===== config.mk =====
export PLATFORM = sky130hd
export DESIGN_NAME = crc8_frame_ctrl
export DESIGN_NICKNAME = d
export VERILOG_FILES = /design/src/rtl/crc8_frame_pkg.sv /design/src/rtl/crc8_frame_wdog.sv /design/src/rtl/crc8_frame_ctrl.sv
export SDC_FILE = /design/constraint.sdc
export NUM_CORES = 1
export LEC_CHECK = 0
export BUFFER_PORTS_ARGS = -buffer_cell sky130_fd_sc_hd__buf_2
export CAP_MARGIN = 0
export CELL_PAD_IN_SITES_DETAIL_PLACEMENT = 2
export CELL_PAD_IN_SITES_GLOBAL_PLACEMENT = 2
export CORE_MARGIN = 8
export CORE_UTILIZATION = 29
export DETAILED_ROUTE_END_ITERATION = 8
export GPL_TIMING_DRIVEN = 0
export PLACE_DENSITY_LB_ADDON = 0.3
export SETUP_SLACK_MARGIN = 0.02
export SLEW_MARGIN = 10
export SYNTH_ARGS = -nofsm -noshare
export SYNTH_HDL_FRONTEND = slang
export SYNTH_SLANG_ARGS = --single-unit

===== constraint.sdc =====
create_clock -name clk_i -period 1.51 [get_ports clk_i]
set_input_delay 0.0755 -clock clk_i [delete_from_list [all_inputs] [get_ports clk_i]]
set_output_delay 0.0755 -clock clk_i [all_outputs]
set_load 0.005 [all_outputs]

===== src/rtl/crc8_frame_pkg.sv =====
// Shared constants for the CRC-8 frame sequencer: FSM state codes,
// default sizing and the word-counter width helper.
package crc8_frame_pkg;

   localparam int DEF_MAX_WORDS = 64;
   localparam int DEF_TIMEOUT   = 8;

   // FSM state codes
   localparam logic [2:0] ST_CLR       = 3'd0;
   localparam logic [2:0] ST_WAIT_WORD = 3'd1;
   localparam logic [2:0] ST_ISSUE     = 3'd2;
   localparam logic [2:0] ST_WAIT_HI   = 3'd3;
   localparam logic [2:0] ST_WAIT_LO   = 3'd4;
   localparam logic [2:0] ST_DONE      = 3'd5;

   // Counter width able to hold 0..max_words inclusive
   function automatic int wcnt_width(input int max_words);
      return $clog2(max_words + 1);
   endfunction

endpackage


===== src/rtl/crc8_frame_wdog.sv =====
// Watchdog for the engine busy handshake: counts enabled cycles after a
// clear and flags expiry on the TIMEOUT-th enabled cycle.
module crc8_frame_wdog
   import crc8_frame_pkg::*;
#(
   parameter int TIMEOUT = DEF_TIMEOUT
) (
   input  logic clk_i,
   input  logic rst_n_i,
   input  logic clear_i,
   input  logic enable_i,
   output logic expired_o
);

   localparam int TW = $clog2(TIMEOUT + 1);
   localparam logic [TW-1:0] LAST_CNT = TW'(TIMEOUT - 1);

   logic [TW-1:0] r_cnt;

   // Count waiting cycles; saturate once the limit is reached
   always_ff @(posedge clk_i) begin
      if (!rst_n_i || clear_i)
         r_cnt <= '0;
      else if (enable_i && !expired_o)
         r_cnt <= r_cnt + 1'b1;
   end

   assign expired_o = enable_i && (r_cnt == LAST_CNT);

endmodule


===== src/rtl/crc8_frame_ctrl.sv =====
// Frame sequencer for the bit-serial CRC-8 engine: feeds accepted words
// to the engine one at a time, then reports CRC, match, count and errors.
module crc8_frame_ctrl
   import crc8_frame_pkg::*;
#(
   parameter int MAX_WORDS = DEF_MAX_WORDS,
   parameter int WCNT_W    = wcnt_width(MAX_WORDS),
   parameter int TIMEOUT   = DEF_TIMEOUT
) (
   input  logic              clk_i,
   input  logic              rst_n_i,
   input  logic [15:0]       s_data_i,
   input  logic              s_valid_i,
   input  logic              s_last_i,
   input  logic [7:0]        s_exp_crc_i,
   output logic              s_ready_o,
   output logic              crc_rst_o,
   output logic              crc_start_o,
   output logic [15:0]       crc_val_o,
   input  logic              crc_busy_i,
   input  logic [7:0]        crc_result_i,
   output logic [7:0]        m_crc_o,
   output logic              m_match_o,
   output logic [WCNT_W-1:0] m_words_o,
   output logic              m_trunc_o,
   output logic              m_timeout_o,
   output logic              m_valid_o,
   input  logic              m_ready_i
);

   localparam logic [WCNT_W-1:0] MAX_CNT = WCNT_W'(MAX_WORDS);

   logic [2:0]        r_state;
   logic [15:0]       r_val;
   logic              r_last;
   logic [7:0]        r_exp;
   logic [WCNT_W-1:0] r_wcnt;
   logic [7:0]        r_crc;
   logic              r_match;
   logic              r_trunc;
   logic              r_tmo;
   logic              w_expired;

   crc8_frame_wdog #(.TIMEOUT(TIMEOUT)) u_wdog (
      .clk_i     (clk_i),
      .rst_n_i   (rst_n_i),
      .clear_i   ((r_state == ST_ISSUE) || (r_state == ST_CLR)),
      .enable_i  (r_state == ST_WAIT_HI),
      .expired_o (w_expired)
   );

   // Frame FSM plus word/result registers
   always_ff @(posedge clk_i) begin
      if (!rst_n_i) begin
         r_state <= ST_CLR;
         r_val   <= '0;
         r_last  <= 1'b0;
         r_exp   <= '0;
         r_wcnt  <= '0;
         r_crc   <= '0;
         r_match <= 1'b0;
         r_trunc <= 1'b0;
         r_tmo   <= 1'b0;
      end else begin
         case (r_state)
            ST_CLR: begin
               r_last  <= 1'b0;
               r_exp   <= '0;
               r_wcnt  <= '0;
               r_crc   <= '0;
               r_match <= 1'b0;
               r_trunc <= 1'b0;
               r_tmo   <= 1'b0;
               r_state <= ST_WAIT_WORD;
            end
            ST_WAIT_WORD: begin
               if (s_valid_i) begin
                  r_val  <= s_data_i;
                  r_last <= s_last_i;
                  if (s_last_i)
                     r_exp <= s_exp_crc_i;
                  if (r_wcnt != MAX_CNT)
                     r_wcnt <= r_wcnt + 1'b1;
                  r_state <= ST_ISSUE;
               end
            end
            ST_ISSUE: r_state <= ST_WAIT_HI;
            ST_WAIT_HI: begin
               if (crc_busy_i) begin
                  r_state <= ST_WAIT_LO;
               end else if (w_expired) begin
                  // engine never answered: report whatever it holds
                  r_tmo   <= 1'b1;
                  r_crc   <= crc_result_i;
                  r_state <= ST_DONE;
               end
            end
            ST_WAIT_LO: begin
               if (!crc_busy_i) begin
                  r_crc <= crc_result_i;
                  if (r_last) begin
                     r_match <= (crc_result_i == r_exp);
                     r_state <= ST_DONE;
                  end else if (r_wcnt == MAX_CNT) begin
                     r_trunc <= 1'b1;
                     r_state <= ST_DONE;
                  end else begin
                     r_state <= ST_WAIT_WORD;
                  end
               end
            end
            ST_DONE: begin
               if (m_ready_i)
                  r_state <= ST_CLR;
            end
            default: r_state <= ST_CLR;
         endcase
      end
   end

   // engine clear also covers the cycles the sequencer itself is held in reset
   assign crc_rst_o   = !rst_n_i || (r_state == ST_CLR);
   assign s_ready_o   = rst_n_i && (r_state == ST_WAIT_WORD);
   assign crc_start_o = rst_n_i && (r_state == ST_ISSUE);
   assign crc_val_o   = r_val;
   assign m_valid_o   = (r_state == ST_DONE);
   assign m_crc_o     = r_crc;
   assign m_match_o   = r_match;
   assign m_words_o   = r_wcnt;
   assign m_trunc_o   = r_trunc;
   assign m_timeout_o = r_tmo;

endmodule

**Yosys cells after proc, flatten, opt, wreduce, memory -nomap -nowiden**

Cells that the tools add are included.

- Flip-flop bits (word level): 50
- Bits in latches: 0
- Memory bits (writable): 0
- Bits in read-only memories: 0
- Input bits: 38
- Output and inout bits: 38
- Logic and storage cells: 85
- Memories kept: 0

- Add/subtract/negate cells: 2
- $mul: 0
- Divide/modulo/power cells: 0
- $lt $le $gt $ge: 0
- Equality and inequality tests: 20
- Shift-type cells: 0
- Muxes and demuxes: 30
- Bitwise operators: 0
- Reductions and logical operators: 23

Operators with widths:

| operator | count |
|---|---|
| 2-to-1 mux 8 bit | 5 |
| one-hot mux 8 bit (3 select lines) | 1 |
| 2-to-1 mux 3 bit | 7 |
| != test 2 bit, second input constant | 9 |
| one-hot mux 3 bit (6 select lines) | 1 |
| one-hot mux 8 bit (2 select lines) | 1 |
| 2-to-1 mux 7 bit | 2 |
| one-hot mux 7 bit (2 select lines) | 1 |
| AND reduction 3 bit | 4 |
| AND reduction 4 bit | 3 |
| == test 8 bit | 1 |
| 2-to-1 mux 1 bit | 8 |
| one-hot mux 1 bit (2 select lines) | 4 |
| adder 7 x 1 -> 7 bit, second input constant | 1 |
| == test 7 bit, second input constant | 1 |
| != test 7 bit, second input constant | 1 |
| == test 3 x 2 -> 1 bit, second input constant | 2 |
| == test 3 bit, second input constant | 2 |
| nonzero test 2 bit | 3 |
| adder 4 x 1 -> 4 bit, second input constant | 1 |
| == test 4 x 3 -> 1 bit, second input constant | 1 |
| logical AND 1 bit | 4 |
| AND reduction 2 bit | 2 |
| == test 3 x 1 -> 1 bit, second input constant | 1 |
| other kinds (6) | 9 |

**Logic depth before layout (Yosys ltp)**

- Depth in word-level cells: 5
- Depth in mapped cells: 6
- Mapped depth without buffers: 6

**By module**

Synthesis repeated with hierarchy kept, for this count alone.

- Cells, all modules: 251
- Area total of the unflattened synthesis: 2275.9 sq um

By module, submodules not included:

| module | instances | cells each | area each (sq um) |
|---|---|---|---|
| crc8_frame_ctrl | 1 | 227 | 2068.2 |
| crc8_frame_wdog | 1 | 24 | 207.7 |

**Worst setup path before layout**

OpenSTA, ideal clock, no wires.

- Path type: register -> register
- Start: reg r_state[2]
- End: reg r_wcnt[2] (netlist: m_words_o[2])
- Library setup time: 116 ps
- Arrival: 1231 ps
- Data required time: 1394 ps
- Slack: 163 ps
- Stages on the path, launching flop included: 7
- Clock period less this slack: 1347 ps
- Cells stage by stage: dfxtp_1 > buf_6 > or3_1 > buf_6 > nand2_8 > nor2_2 > a31o_1

- Longest elaborated chain between the ends: 3

RTL lines:

| element | RTL line | RTL |
|---|---|---|
| start, declared | crc8_frame_ctrl.sv:33 | `logic [2:0] r_state;` |
| start signal, assigned | crc8_frame_ctrl.sv:55 | `r_state <= ST_CLR;` |
| start signal, assigned | crc8_frame_ctrl.sv:74 | `r_state <= ST_WAIT_WORD;` |
| start signal, assigned | crc8_frame_ctrl.sv:84 | `r_state <= ST_ISSUE;` |
| == test 3 x 1 -> 1 bit / zero test 3 bit (equally long branches) | crc8_frame_ctrl.sv:65 | `case (r_state)` |
| != test 2 bit (no source line) / nonzero test 2 bit (equally long branches) | - |  |
| AND reduction 3 bit (no source line) | - |  |
| end signal, assigned | crc8_frame_ctrl.sv:83 | `r_wcnt <= r_wcnt + 1'b1;` |
| end, declared | crc8_frame_ctrl.sv:37 | `logic [WCNT_W-1:0] r_wcnt;` |

Several ways; a longest one is shown, not always the timed one.
A chain may end at the register's enable or synchronous reset.

**Worst setup path in the final report**

- Start: reg r_wcnt[1] (netlist: m_words_o[1])
- End: reg r_wcnt[2] (netlist: m_words_o[2])

- Longest elaborated chain between the ends: 4

RTL lines:

| element | RTL line | RTL |
|---|---|---|
| adder 7 x 1 -> 7 bit | crc8_frame_ctrl.sv:83 |  |
| 2-to-1 mux 7 bit | crc8_frame_ctrl.sv:82 | `if (r_wcnt != MAX_CNT)` |
| 2-to-1 mux 7 bit | crc8_frame_ctrl.sv:77 | `if (s_valid_i) begin` |
| one-hot mux 7 bit (2 select lines) | crc8_frame_ctrl.sv:65 |  |

Several ways; a longest one is shown, not always the timed one. The select of a mux whose other input is x is not followed.

==> results.md <==
Synthesis:
- The number of instances in the synthesized netlist is around 260.
- The share of synthesized area in the top cell type comes to 0.4249.
- The number of nets produced by synthesis is 304.
- The flip-flop and latch count after synthesis is 50.
- The synthesized area divided by synthesized cell count is between 8 and 9 um^2.
- The dominant synthesized flop cell is dfxtp_1.
- Counting instances in the post-synthesis netlist gives the leading cell types as nand2_1, dfxtp_1, xor2_1, a21boi_1, nor2b_1.
- Yosys instantiated no cell more often than nand2_1.
- Yosys printed 0 warnings.
- Synthesis instantiated 48 different standard cells from the library.
- The sequential element share of the synthesized area is 0.4249.
- The post-synthesis instance area is between 0.002 and 0.0025 mm^2.
- Ranked by total cell area, the synthesized netlist is headed by dfxtp_1, nand2_1, xor2_1.
- dfxtp_1 takes more of the synthesized area than any other cell.
- For this run, asynchronously set or reset flops after synthesis account for 0.
- The count of flip-flops with a built-in enable after synthesis is 0.

Die:
- The number of placed I/O pins is 76.
- In this run the core area contains 33 standard-cell rows.
- The floorplan step set the die width to between 100 and 150 um.
- The core region area is slightly above 0.008 mm^2.
- For this configuration, the core starts out at a cell density of 0.2926.
- The area of the die is around 0.011 mm^2.
- The die is around 110 um tall.

Drt:
- After detailed routing, the average wire length per cell comes to 17.03 um.
- Dividing the detail-routed via count by the number of cells gives approximately 4.9.
- The aggregate routed wire length is roughly 7900 um.
- The routed via count is 2264.
- The number of design rule violations left after detail routing is 0.
- The detailed router's first-iteration violation count is 61.
- The first detailed-routing pass took 4 iterations.
- In this run the remaining antenna-violating nets after routing total 0.

Timing:
- The max-slew violation total from the final report is 0.
- Dividing the final minimum period by the clock period gives 0.9749.
- Once routing completed, OpenROAD measured the worst setup slack at around 0.038 ns.
- The setup skew after layout is between 0.006 and 0.007 ns.
- For the pin with the worst max-slew slack, the measured transition is approximately 0.55 ns.
- The final hold violation count came to 0.
- The worst path needs roughly 1.5 ns of the cycle, external delays included.
- The final setup violation count is 0.
- The relative slew slack is 0.6291.
- Setup repair after global routing could not meet its margin everywhere.
- The top achievable clock speed is 679.3 MHz.

Power:
- The peak supply drop is roughly 0.4 mV.
- The part of the total power dissipated in combinational logic is 0.162.
- The internal power of the cells totals roughly 2.3 mW.
- In this run the power spent charging and discharging nets is between 0.7 and 0.8 mW.
- The share of total power dissipated in sequential elements is 0.453.
- Power spread over the standard cell area amounts to around 950 mW/mm^2.
- The share of total power dissipated in the clock network is 0.385.
- Of the total power, the share spent switching nets is 0.2473.
- For this design the static power due to leakage is between 1 and 1.5 nW.

Worst setup path:
- The largest single stage delay on the critical path is roughly 0.4 ns.
- The worst setup path is captured at a flip-flop.
- At the worst endpoint, the required time is 1.71 ns.
- The slowest stage of the critical path belongs to the cell o41a_1.
- The critical path contains buffers and inverters numbering 2 combined.
- The highest fanout seen on the critical path is 6.
- The top cell family by delay on the critical path is compound AO/OA/AOI/OAI gates.
- Data arrives at the worst endpoint at ~1.7 ns.
- By startpoint and endpoint, the worst setup path is classified as flip-flop to flip-flop.
- The worst setup path is launched from a flip-flop.
- Walking the worst path, the cells encountered are inv_4 -> ha_4 -> nand2b_4 -> o41a_1 -> buf_4 -> a31o_1.

Global route:
- The maximum number of pins on one net before global-route repair is 16.
- The number of antenna violations at the first check in global routing came to 0.
- The wire length of the first global-routing pass is roughly 13000 um.
- For this run, the total global-route usage over all layers was measured as 0.1396.
- The via count of the first global-routing pass is ~2.5k.
- Global routing finished with a remaining overflow of 0.

CTS:
- The clock tree from TritonCTS is yes.
- The root buffer cell chosen for the clock tree is clkbuf_8.
- Counting the buffers created by CTS gives 5.
- Counting along the longest clock path gives a buffer depth of 2.
- The tree built by TritonCTS fans out to 50 sinks.
- At the later pin of the worst-skew pair, clock insertion delay measures 0.31 ns.
- CTS built an H-tree with a depth of 2.
- Clock-pin slew was measured on the worst setup and hold paths at approximately 0.09 ns.

Place:
- The worst setup slack before clock tree synthesis is -0.01618 ns.
- The total cell area at the placement stage is about 0.0029 mm^2.
- The count of buffers inserted at the top-level ports is 74.
- Detailed placement finished with a half-perimeter wire length of between 5000 and 6000 um.
- The global placer's final weighted congestion is just under 0.8.

Finish:
- With fillers left out, the area of the finished cells amounts to ~0.0032 mm^2.
- From synthesis to final layout, the design area changed by 36.64%.
- The count of antenna diodes in the layout is 0.
- The net total in the final layout is around 400.
- Of the cells placed in the final design, the portion with a size suffix greater than 1 is 0.3621.

Run status:
- The flow ran to the end, and the final reports show no timing, DRC or antenna violations.

Worst hold path:
- The worst hold path class is input pin to flip-flop.

Flow run:
- The max-cap violation count is 0.
## cells by family (layout without fill, tap and decap cells)
logic type,Yosys count,count (layout),share of synthesized area
muxes,9,9,0.03877
xor gates and xnor gates,14,14,0.05205
buffers and inverters,19,115,0.04620
adders and majority gates,3,3,0.01593
DFF,50,50,0.4249
and+or+nand+nor,118,118,0.2730
AOI/OAI and AO/OA,50,50,0.1492
## placed cells by master, fill, tap and decap left out, drive strengths merged, types with 6 or more instances in the layout
master / count
buf: 96
nand2: 55
dfxtp: 50
a21boi: 19
xor2: 13
nor2: 11
clkbuf: 11
nor2b: 10
a22oi: 8
a21oi: 8
mux2i: 8
nand2b: 6
## power groups by stage
stage          logic (mW)  registers (mW)  clock network [mW]
5_1_grt             0.546            1.39                1.28
6_report            0.496            1.38                1.18
3_5_place_dp        0.426            1.42                   0
4_1_cts             0.454            1.39                1.21
2_1_floorplan       0.250            1.41                   0
3_3_place_gp        0.415            1.41                   0
## layer usage
layer,vias to the layer above,track usage,wire (um)
met5,-,0,0
met4,0,0.02412,70
met3,8,0.04235,431
met2,53,0.2516,4084
met1,1109,0.1599,3317
li1,1094,-,-
## state kept, by name, summed over array words and instances (netlist names)
register / cells
crc_val_o: 16
m_crc_o: 8
r_exp: 8
m_words_o: 7
u_wdog.r_cnt: 4
r_state: 3
m_match_o: 1
m_timeout_o: 1
m_trunc_o: 1
r_last: 1
## worst register-to-register path, cell delays in order (launching register included)
cell      delay [ns]
dfxtp_4         0.36
inv_4           0.06
ha_4            0.14
nand2b_4        0.05
o41a_1          0.40
buf_4           0.17
a31o_1          0.19
## worst paths after layout
kind / from / end / slack, ns / depth (start not counted)
worst min register to register: crc_val_o[9]$_SDFFE_PN0P_ / crc_val_o[9]$_SDFFE_PN0P_ / 0.46 / 2
worst max register to register: m_words_o[1]$_SDFFE_PN0P_ / m_words_o[2]$_SDFFE_PN0P_ / 0.04 / 6
worst min-delay path: s_data_i[14] / crc_val_o[14]$_SDFFE_PN0P_ / 0.004 / 3
worst max-delay path: m_words_o[1]$_SDFFE_PN0P_ / m_words_o[2]$_SDFFE_PN0P_ / 0.04 / 6
## final cells by class
type	instances	area, um^2
Fill cell	944	4832
Multi-Input combinational cell	194	1292
Sequential cell	50	1018
Timing Repair Buffer	89	521.8
Tap cell	105	131.4
Buffer	15	96.34
Clock buffer	6	82.58
Clock inverter	2	60.06
Inverter	3	16.27
## stage by stage
stage | std cells | hold WS [ns] | power, mW | setup TNS, ns | util
after detailed placement | 442 | 0.3274 | 1.842 | -0.02033 | 0.3549
final | 464 | 0.004051 | 3.057 | 0 | 0.3998
after global routing | 464 | 0.0004091 | 3.213 | -0.04514 | 0.3998
after CTS | 455 | 0.0001928 | 3.046 | 0 | 0.3823
after global placement | 442 | 0.3182 | 1.828 | 0 | 0.3549
after floorplan | 263 | 0.1895 | 1.663 | 0 | -
## timing repair
action,CTS,global route
setup buffers,4,8
hold endpoints to repair,2,1
gates cloned,0,0
setup endpoints to repair,25,29
hold buffers,2,1
pin swaps,3,8
resized for setup,15,13
Power figures use the tool's default switching activity.
